`src/rtl/set_mode_ctrl.sv`:
```
// set_mode_ctrl: clock set-mode FSM with held-button auto-repeat; define SETMODE_TIMEOUT_EN for idle return to RUN
module set_mode_ctrl #(
  parameter int HOLD_CYC = 3,
  parameter int TIMEOUT_CYC = 15
) (
  input  logic       clk,
  input  logic       rst,
  input  logic       mode_btn,
  input  logic       adv_btn,
  input  logic       alarm_btn,
  output logic       timeset,
  output logic       alarmset,
  output logic       minadv,
  output logic       hrsadv,
  output logic       dayadv,
  output logic       datadv,
  output logic       monadv,
  output logic       alarmon,
  output logic [3:0] mode
);
  typedef enum logic [3:0] {
    RUN   = 4'd0,
    T_MIN = 4'd1,
    T_HRS = 4'd2,
    T_DAY = 4'd3,
    T_DAT = 4'd4,
    T_MON = 4'd5,
    A_MIN = 4'd6,
    A_HRS = 4'd7,
    A_DAY = 4'd8
  } state_t;
  state_t state, cur, step, nxt;
  logic mode_prev, alarm_prev, mode_edge, alarm_edge, tmo, chg, go;
  logic [3:0] hold, hold_nxt;
  logic [4:0] fsel, stb;
`ifdef SETMODE_TIMEOUT_EN
  logic [7:0] idle;
`endif
  if (HOLD_CYC < 1 || HOLD_CYC > 15) begin : g_hold_chk
    $error("HOLD_CYC out of range 1..15");
  end
  if (TIMEOUT_CYC < 1 || TIMEOUT_CYC > 255) begin : g_tmo_chk
    $error("TIMEOUT_CYC out of range 1..255");
  end
  always_comb begin
    mode_edge = mode_btn & ~mode_prev;
    alarm_edge = alarm_btn & ~alarm_prev;
    cur = (state > A_DAY) ? RUN : state;
    step = (cur == A_DAY) ? RUN : state_t'(cur + 4'd1);
`ifdef SETMODE_TIMEOUT_EN
    tmo = (idle == 8'(TIMEOUT_CYC));
`else
    tmo = 1'b0;
`endif
    nxt = tmo ? RUN : mode_edge ? step : cur;
    chg = (nxt != state);
    go = adv_btn & (hold == 4'd0 || hold >= 4'(HOLD_CYC)) & ~mode_edge & ~tmo;
    fsel = (cur == T_MIN || cur == A_MIN) ? 5'b00001 :
           (cur == T_HRS || cur == A_HRS) ? 5'b00010 :
           (cur == T_DAY || cur == A_DAY) ? 5'b00100 :
           (cur == T_DAT)                 ? 5'b01000 :
           (cur == T_MON)                 ? 5'b10000 : 5'b00000;
    hold_nxt = (adv_btn & ~chg) ? hold + {3'd0, hold != 4'hf} : 4'd0;
  end
  always_ff @(posedge clk) begin
    if (rst) begin
      state <= RUN;
      timeset <= 1'b0;
      alarmset <= 1'b0;
      stb <= 5'd0;
      alarmon <= 1'b0;
      mode_prev <= 1'b0;
      alarm_prev <= 1'b0;
      hold <= 4'd0;
    end else begin
      state <= nxt;
      timeset <= nxt inside {[T_MIN:T_MON]};
      alarmset <= nxt inside {[A_MIN:A_DAY]};
      stb <= go ? fsel : 5'd0;
      alarmon <= alarmon ^ alarm_edge;
      mode_prev <= mode_btn;
      alarm_prev <= alarm_btn;
      hold <= hold_nxt;
    end
  end
`ifdef SETMODE_TIMEOUT_EN
  always_ff @(posedge clk)
    idle <= (rst || mode_edge || adv_btn || cur == RUN) ? 8'd0 : idle + 8'd1;
`endif
  assign mode = state;
  assign {monadv, datadv, dayadv, hrsadv, minadv} = stb;
endmodule

```
`config.mk`:
```
export PLATFORM = sky130hd
export DESIGN_NAME = set_mode_ctrl
export DESIGN_NICKNAME = d
export VERILOG_FILES = /design/src/rtl/set_mode_ctrl.sv
export SDC_FILE = /design/constraint.sdc
export NUM_CORES = 1
export LEC_CHECK = 0
export ABC_AREA = 1
export ABC_CLOCK_PERIOD_IN_PS = 1700
export CORE_AREA = 2 2 66 52
export CTS_CLUSTER_DIAMETER = 60
export DETAILED_ROUTE_END_ITERATION = 6
export DIE_AREA = 0 0 68 54
export GPL_TIMING_DRIVEN = 0
export HOLD_SLACK_MARGIN = 0.02
export SLEW_MARGIN = 20
export SYNTH_ARGS = -nofsm -noshare
export SYNTH_HDL_FRONTEND = slang
export SYNTH_SLANG_ARGS = --single-unit
```
`constraint.sdc`:
```
create_clock -name clk -period 1.7 [get_ports clk]
set_clock_uncertainty 0.15 [all_clocks]
set_input_delay 0.17 -clock clk [delete_from_list [all_inputs] [get_ports clk]]
set_output_delay 0.17 -clock clk [all_outputs]
set_load 0.03 [all_outputs]
```
==> impl_metrics.csv, run 1 <==
group,metric,value,unit
critical_path,path_class,"reg -> reg",
critical_path,cpPeakStageDelay,0.36,ns
clock_tree,clk_pin_slew_worst_paths,0.07,ns
run,drv_cap,0,
global_routing,top_usage_layer,"met2",
route,antenna_left,0,
yosys,yosysUniqueCellTypes,22,
critical_path,path_cells,"inv_4, nor2_4, ha_2, ha_4, nand3_2, nand2_4, o21ai_0, nand2_1, nand2_1, nor2_1",
placed_design,pre_cts_slack,-0.1446,ns
floorplan,io_pins,17,
placed_design,gp_congestion,0.8302,
clock_tree,cts-buffers-inserted,3,
layout,final_common_cell,"nor2_1",
critical_path,critPathLaunchType,"flip-flop",
critical_path,cp_common_cell,"nand2_1",
route,wl,2.045,mm
timing,tightest_slew,0.3140,ns
layout,antennaDiodeCount,0,
power_and_ir_drop,p_per_area,677.1,nW/µm²
floorplan,die_x,68,µm
timing,period_share,1.014,
global_routing,grt_max_degree,11,
floorplan,die-height,54,µm
yosys,synth_warnings,0,
clock_tree,clock-sinks,18,
clock_tree,clock_latency,0.25,ns
global_routing,overflow,0,
clock_tree,ctsRootBufferMaster,"clkbuf_8",
global_routing,grt_pass1_wl,3.318,mm
critical_path,crit_fanout,4,
status,outcome,"finished, violations left",
route,vias_per_cell,4.404,
route,first_iter_violations,13,
global_routing,antenna_found_initial,0,
timing,timing.fmax,580.3,MHz
placed_design,hpwl,1.473,mm
floorplan,die-area,3672,µm²
power_and_ir_drop,power.leakage,0.5893,nW
global_routing,grtUsageMet1,0.1493,
route,routedWlPerCell,10.33,µm
global_routing,grt.total_usage,0.1249,
placed_design,port_buffers,15,
timing,rsz0062_at_grt,"true",
layout,layout.nets,171,
yosys,yosysSeqAreaShare,0.3726,
clock_tree,clk_path_buf_depth,2,
clock_tree,cts-htree-levels,1,
timing,period_minus_slack,1.723,ns
layout,area_growth_syn_to_layout,44.24,%
floorplan,initial_utilization,0.3112,
route,drt_first_pass_iters,4,
layout,layout-drive-gt1-share,0.3481,
timing,setup-tns-final,-0.02851,ns
timing,finalHoldViolCount,0,
timing,relSlewSlack,0.7900,
global_routing,grt_pass1_vias,765,
floorplan,row_count,18,
timing,fin_ws,-0.02321,ns
route,remaining_drc_errors,0,
status,failed_checks,"setup timing",
critical_path,cp.required,1.70,ns
route,via_count,872,
clock_tree,hold_buffers,0,
yosys,syn_area,967.2,µm²
layout,num-fill-cells,314,
yosys,syn_inst,130,
yosys,ys_ff_latch,18,
timing,setup_viol,2,
timing,drv_slew,0,
critical_path,slowest_stage,"dfxtp_4",
global_routing,grtUsageMet2,0.2104,
global_routing,met3_usage,0.05021,
critical_path,r2r_slack,-0.02,ns
min_path,min_path_type,"in -> reg",
layout,mostFrequentLayoutCells,"20 x nor2_1, 17 x nand2_1, 15 x dfxtp_1, 12 x clkdlybuf4s50_1, 10 x inv_1",
critical_path,worstPathArrival,1.73,ns
critical_path,end_kind,"flip-flop",
power_and_ir_drop,ir_drop,438.7,µV
clock_tree,cts_tree,"yes",
yosys,postSynthAreaPerCell,7.440,µm²
yosys,syn-num-nets,142,
floorplan,core_area,3108,µm²
[registers in the layout, indices dropped and copies added, names as in the netlist]
signal	count
timeset	1
mode	4
alarmon	1
alarm_prev	1
mode_prev	1
stb	5
alarmset	1
hold	4
[path summary, 6_finish.rpt]
| check | startpoint | endpoint | depth (start not counted) |
|---|---|---|---|
| hold reg to reg | alarmon$_SDFF_PP0_ | alarmon$_SDFF_PP0_ | 2 |
| setup / recovery | mode[0]$_SDFF_PP0_ | alarmset$_SDFF_PP0_ | 10 |
| setup reg to reg | mode[0]$_SDFF_PP0_ | alarmset$_SDFF_PP0_ | 10 |
| hold / removal | rst | mode[0]$_SDFF_PP0_ | 2 |
[synth_stat cells, drive strengths merged]
master | instances | area [µm²]
xor2 | 1 | 8.760
o21ai | 2 | 13.76
o21bai | 1 | 7.510
nor3 | 3 | 25.02
inv | 20 | 75.07
nand3 | 13 | 80.08
nor2 | 32 | 147.6
xnor2 | 1 | 8.760
a21oi | 5 | 25.02
nand4 | 3 | 18.77
dfxtp | 18 | 360.4
buf | 1 | 5.000
ha | 7 | 87.58
nand2 | 23 | 103.8
[worst max-delay path, delay by kind of cell, from the launching register on]
kind            cells  cell delay (ns)
buf+inv             1             0.04
fa+ha+maj           2             0.43
compound gates      1             0.10
simple gates        6             0.54
flops               1             0.36
[metal layers]
layer | vias to the layer above | routed length [µm]
li1 | 464 | -
met3 | 2 | 114
met4 | 0 | 7
met5 | - | 0
met1 | 384 | 974
met2 | 22 | 948
[report_power, final]
part,switching [mW],internal [mW]
sequential,0.00975,0.433
combinational,0.116,0.0839
clock,0.135,0.166
total,0.261,0.684
[stage by stage]
| stage | std cells | util | power [mW] | instance area (µm²) | hold slack [ns] |
|---|---|---|---|---|---|
| 6_report | 198 | 0.4489 | 0.9447 | 1395 | 0.04026 |
| 4_1_cts | 195 | 0.4255 | 0.9391 | 1323 | 0.04343 |
| 5_1_grt | 198 | 0.4489 | 0.9990 | 1395 | 0.05707 |
| 2_1_floorplan | 130 | - | 0.5622 | 991.0 | 0.1270 |
| 3_3_place_gp | 185 | 0.3833 | 0.6038 | 1191 | 0.3013 |
| 3_5_place_dp | 185 | 0.3833 | 0.6072 | 1191 | 0.3148 |
[layout make-up]
| type | count | area, µm² | share of cell area |
|---|---|---|---|
| plain buffers | 1 | 5.005 | 0.003587 |
| clock buffers | 4 | 45.04 | 0.03229 |
| inverters | 20 | 80.08 | 0.05740 |
| multi-input cells | 91 | 629.4 | 0.4511 |
| flip-flops and latches | 18 | 371.6 | 0.2664 |
| well taps | 40 | 50.05 | 0.03587 |
| repair buffers | 24 | 214.0 | 0.1534 |
[what timing repair did]
item,4_1_cts,5_1_grt
resized for setup,13,12
buffers inserted,6,4
setup endpoints to repair,7,11
pin swaps,9,9
[kinds of logic after synthesis]
logic type      share of synthesized area
compound gates                    0.04786
xor+xnor                          0.01811
fa+ha+maj                         0.09055
flops                              0.3726
buf+inv                           0.08279
simple gates                       0.3881
Note: power is estimated with default switching activity, not from simulation.
==> run 2, diff against run 1 <==
CAP_MARGIN = 5   (was unset)
==> results of run 2 <==
Final layout, timing and power as in run 1 (identical DEF).
==> run 3, diff against run 2 <==
CAP_MARGIN = 15   (was 5)
GPL_ROUTABILITY_DRIVEN = 0   (was unset)
==> results of run 3 <==
Final layout, timing and power as in run 1 (identical DEF).
